File: src/rtl/detect_monitor.sv
// detect_monitor: windowed detect counter with sticky threshold alarm,
// a held window report and a saturating total detect count.
module detect_monitor #(
  parameter int CNT_W  = 8,
  parameter int WINDOW = 16,
  parameter int THRESH = 3
) (
  input  logic             clk,
  input  logic             reset,
  input  logic             detect,
  input  logic             clear,
  input  logic             report_ready,
  output logic             report_valid,
  output logic [CNT_W-1:0] report_data,
  output logic             alarm,
  output logic [CNT_W-1:0] total_count
);
  typedef enum logic [1:0] {S_IDLE, S_WINDOW, S_REPORT} state_t;
  localparam logic [CNT_W-1:0] CNT_MAX  = '1;
  localparam logic [CNT_W-1:0] THR      = CNT_W'(THRESH);
  localparam logic [7:0]       TMR_INIT = 8'(WINDOW - 1);
  state_t           state_q, state_d;
  logic [CNT_W-1:0] win_cnt_q, win_cnt_d, win_inc;
  logic [7:0]       timer_q, timer_d;
  logic             report_valid_q, report_valid_d;
  logic [CNT_W-1:0] report_data_q, report_data_d;
  logic             alarm_q, alarm_d;
  logic [CNT_W-1:0] total_q, total_d;
  always_comb begin
    state_d        = state_q;
    win_cnt_d      = win_cnt_q;
    timer_d        = timer_q;
    report_valid_d = report_valid_q;
    report_data_d  = report_data_q;
    alarm_d        = alarm_q;
    total_d        = (detect && total_q != CNT_MAX) ? total_q + 1'b1 : total_q;
    win_inc        = (detect && win_cnt_q != CNT_MAX) ? win_cnt_q + 1'b1 : win_cnt_q;
    case (state_q)
      S_IDLE: begin
        if (detect && THRESH == 1) begin
          state_d        = S_REPORT;
          win_cnt_d      = CNT_W'(1);
          report_valid_d = 1'b1;
          report_data_d  = CNT_W'(1);
          alarm_d        = 1'b1;
        end else if (detect) begin
          state_d   = S_WINDOW;
          win_cnt_d = CNT_W'(1);
          timer_d   = TMR_INIT;
        end
      end
      S_WINDOW: begin
        timer_d   = timer_q - 8'd1;
        win_cnt_d = win_inc;
        // threshold hit wins over expiry in the same sample
        if (win_inc == THR) begin
          state_d        = S_REPORT;
          report_valid_d = 1'b1;
          report_data_d  = THR;
          alarm_d        = 1'b1;
        end else if (timer_q == 8'd0) begin
          state_d        = S_REPORT;
          report_valid_d = 1'b1;
          report_data_d  = win_inc;
        end
      end
      S_REPORT: begin
        if (report_ready) begin
          state_d        = S_IDLE;
          report_valid_d = 1'b0;
          win_cnt_d      = '0;
          timer_d        = '0;
        end
      end
      default: state_d = S_IDLE;
    endcase
    if (clear) begin
      state_d        = S_IDLE;
      win_cnt_d      = '0;
      timer_d        = '0;
      report_valid_d = 1'b0;
      report_data_d  = '0;
      alarm_d        = 1'b0;
      total_d        = '0;
    end
  end
  always_ff @(posedge clk) begin
    if (!reset) begin
      state_q        <= S_IDLE;
      win_cnt_q      <= '0;
      timer_q        <= '0;
      report_valid_q <= 1'b0;
      report_data_q  <= '0;
      alarm_q        <= 1'b0;
      total_q        <= '0;
    end else begin
      state_q        <= state_d;
      win_cnt_q      <= win_cnt_d;
      timer_q        <= timer_d;
      report_valid_q <= report_valid_d;
      report_data_q  <= report_data_d;
      alarm_q        <= alarm_d;
      total_q        <= total_d;
    end
  end
  assign report_valid = report_valid_q;
  assign report_data  = report_data_q;
  assign alarm        = alarm_q;
  assign total_count  = total_q;
endmodule

File: config.mk
export PLATFORM = sky130hd
export DESIGN_NAME = detect_monitor
export DESIGN_NICKNAME = d
export VERILOG_FILES = /design/src/rtl/detect_monitor.sv
export SDC_FILE = /design/constraint.sdc
export NUM_CORES = 1
export LEC_CHECK = 0
export CAP_MARGIN = 20
export CORE_MARGIN = 2
export CORE_UTILIZATION = 40
export DETAILED_ROUTE_END_ITERATION = 8
export PLACE_DENSITY = 0.67
export SLEW_MARGIN = 20
export SYNTH_ARGS = -nofsm -noshare
export SYNTH_HDL_FRONTEND = slang
export SYNTH_SLANG_ARGS = --single-unit
export TNS_END_PERCENT = 10
File: constraint.sdc
create_clock -name clk -period 2.2 [get_ports clk]
set_input_delay 0.22 -clock clk [delete_from_list [all_inputs] [get_ports clk]]
set_output_delay 0.22 -clock clk [all_outputs]
set_load 0.005 [all_outputs]
==> impl_metrics.json <==
{
  "power_frac_seq": 0.464,
  "hp-class": "reg2reg",
  "clock-root-buffer": "clkbuf_8",
  "dieWidth_um": 76.08,
  "power.switching_fraction": 0.2539,
  "cts_setup_buffers": 0,
  "layout.cells.non_filler": 351,
  "clock_power_share": 0.402,
  "max_capacitance_violation_count": 0,
  "final_setup_violation_count": 0,
  "grt_pass1_vias": 1671,
  "switching_power_mw": 0.3697,
  "num_rows": 26,
  "run_status": "completed",
  "synth_top_cell_area_share": 0.3468,
  "dpl.hpwl_um": 3188,
  "timing.critical_path.from_type": "register",
  "syn-instance-count": 248,
  "maxUsedRoutingLayer": "met4",
  "synthDominantAreaCellType": "dfxtp_1",
  "arrival_ns": 2.22,
  "timing.slew.headroom": 0.6849,
  "total_cts_buffers": 5,
  "die-area_um2": 5788,
  "synth-async-reset-ratio": 0,
  "layout_min_cycle_time_ns": 2.003,
  "met2RoutedLength_um": 1997,
  "multiInputGateArea_um2": 1261,
  "drcViolationCount": 0,
  "setup_repair_after_global_routing_missed_its_margin": "false",
  "dr.first_iter.drc_count": 94,
  "post_cts_clock_slew_at_the_launch_and_capture_registers_of_the_worst_setup_and_hold_paths_ns": 0.08,
  "crit_required_ns": 2.42,
  "num_vias": 1790,
  "setup_tns_ns": 0,
  "tritoncts": "done",
  "timing_max_transition_violations_final": 0,
  "power_density_nw_per_um2": 573.3,
  "total_grt_overflow": 0,
  "number_of_levels_in_the_clock_h_tree": 2,
  "area_growth_syn_to_layout_pct": 22.22,
  "layout_worst_path_cycle_share": 0.9106,
  "postRouteAntennaNets": 0,
  "worst-path-max-fanout": 5,
  "grt_start_max_net_pins": 20,
  "synth_edf_count": 0,
  "ys_dominant_reg_cell": "dfxtp_1",
  "totalWireLength_um": 4473,
  "num_antenna_cells": 0,
  "final_net_count": 294,
  "syn_nets": 262,
  "seq_total_area_yosys": 0.3468,
  "max-vdd-ir-drop_v": 0.0002521,
  "ys_ff_latch": 36,
  "fraction_of_final_layout_cells_sized_beyond_drive_strength_1": 0.1388,
  "dp.cells": 343,
  "detail_route.first_pass.iterations": 4,
  "synthTopCellsByArea": "dfxtp_1 (35%), nor2_1 (6.1%), ha_1 (5.4%), mux2i_1 (5.3%), nand2_1 (5.2%)",
  "coreArea_um2": 5075,
  "hold_fix_buffer_count_after_cts": 0,
  "seq_area_um2": 720.7,
  "worst_clock_skew_ns": 0.007165,
  "initial_antenna_violation_count": 0,
  "port_buffers": 22,
  "fmax_ghz": 0.4992,
  "final_core_utilization": 0.5005,
  "avgRoutedWirePerCell_um": 12.74,
  "worst_max_slew_pin_slew_ns": 0.4727,
  "cell_area_after_synthesis_um2": 2078,
  "grt.total_usage": 0.1647,
  "effective_utilization_at_floorplan": 0.4095,
  "hold_violations": 0,
  "ioPinCount": 23,
  "share_comb_of_total_power": 0.134,
  "clock_insertion_delay_worst_skew_ns": 0.29,
  "grt_first_pass_wirelength_um": 7762,
  "number_of_filler_cells_placed_in_the_layout": 511,
  "routed-wl-met3_um": 113,
  "die_height_um": 76.08,
  "globalplace.congestion": 0.8817,
  "route.detailed.vias_per_inst": 5.100,
  "cts_sinks": 36,
  "cts_resized": 0,
  "critPathKind": "reg2reg",
  "internal_power_consumption_mw": 1.087,
  "cts_buffer_depth": 2,
  "yosys.cell_types.count": 50,
  "ys_warn_count": 0,
  "syn_avg_cell_area_um2": 8.380,
  "timing.reg2reg.worst_path_depth": 7,
  "power.leakage_nw": 0.9261,
  "critPathCaptureType": "register",
  "hold_depth": 2,
  "wl_met1_um": 2275
}
[placed cells by master, fill, tap and decap left out, drive strengths merged, types with 10 or more instances in the layout]
cell type,Yosys,routed
a21oi,16,16
buf,4,14
clkdlybuf4s50,0,22
dfxtp,36,36
inv,10,10
mux2i,11,11
nand2,30,30
nand3,11,11
nor2,34,34
o21ai,15,15
[power groups by stage]
stage                     clock (mW)  combinational (mW)  sequential [mW]
final                          0.585               0.196            0.675
after detailed placement           0               0.195            0.690
after global placement             0               0.192            0.690
after CTS                      0.596               0.196            0.675
after global routing           0.627               0.215            0.677
after floorplan                    0               0.139            0.690
[critical path: stages, from the launching register on]
cell and delay, ns:
dfxtp_1 0.38, inv_1 0.09, ha_1 0.20, and2b_4 0.18, or3_1 0.43, buf_4 0.20
or3_1 0.34, a21oi_1 0.12
[cells by family after synthesis]
group | after synthesis | synth area share
fa+ha+maj | 9 | 0.05419
xor+xnor | 14 | 0.05900
buf+inv | 21 | 0.04636
flops | 36 | 0.3468
compound gates | 46 | 0.1487
simple gates | 110 | 0.2866
mux | 12 | 0.05840
[Yosys cell counts, types with 5 or more instances]
library cell,instances
dfxtp_1,36
nor2_1,34
nand2_1,29
a21oi_1,16
o21ai_0,13
mux2i_1,11
inv_1,10
nand3_1,10
ha_1,9
xnor2_1,9
clkbuf_1,7
nor3_1,7
xor2_1,5
[registers in the layout (all words and copies together), names as in the netlist]
register	cells
alarm	1
report_data	8
report_valid	1
state_q	2
timer_q	8
total_count	8
win_cnt_q	8
[cell type report]
| class | count | area share |
|---|---|---|
| flip-flops and latches | 36 | 0.2837 |
| clock buffers | 6 | 0.02857 |
| well taps | 70 | 0.03448 |
| multi-input cells | 191 | 0.4966 |
| inverters | 10 | 0.01478 |
| repair buffers | 36 | 0.1281 |
| clock inverters | 2 | 0.01379 |
[worst paths after layout]
| check | from | slack (ns) | end |
|---|---|---|---|
| worst max-delay path | state_q[1] | 0.20 | timer_q[0] |
| worst min-delay path | report_data[3] | 0.46 | report_data[3] |
| worst max register to register | state_q[1] | 0.20 | timer_q[0] |
| worst min register to register | report_data[3] | 0.46 | report_data[3] |
[metal layers]
metal  vias up  GRT usage
met1       835     0.2129
met5         -          0
li1        927          -
met3         6    0.02844
met4         0    0.07455
met2        22     0.2696
[through the flow]
| step | hold WS [ns] | setup WS (ns) | instance area [um^2] | total power, mW |
|---|---|---|---|---|
| after floorplan | 0.3341 | 0.2370 | 2078 | 0.8288 |
| after global placement | 0.4445 | 0.1116 | 2432 | 0.8827 |
| after detailed placement | 0.4527 | 0.09055 | 2432 | 0.8852 |
| after CTS | 0.4633 | 0.1901 | 2540 | 1.467 |
| after global routing | 0.4851 | 0.05058 | 2540 | 1.519 |
| final | 0.4627 | 0.1967 | 2540 | 1.456 |
(Power assumes the default switching activity.)
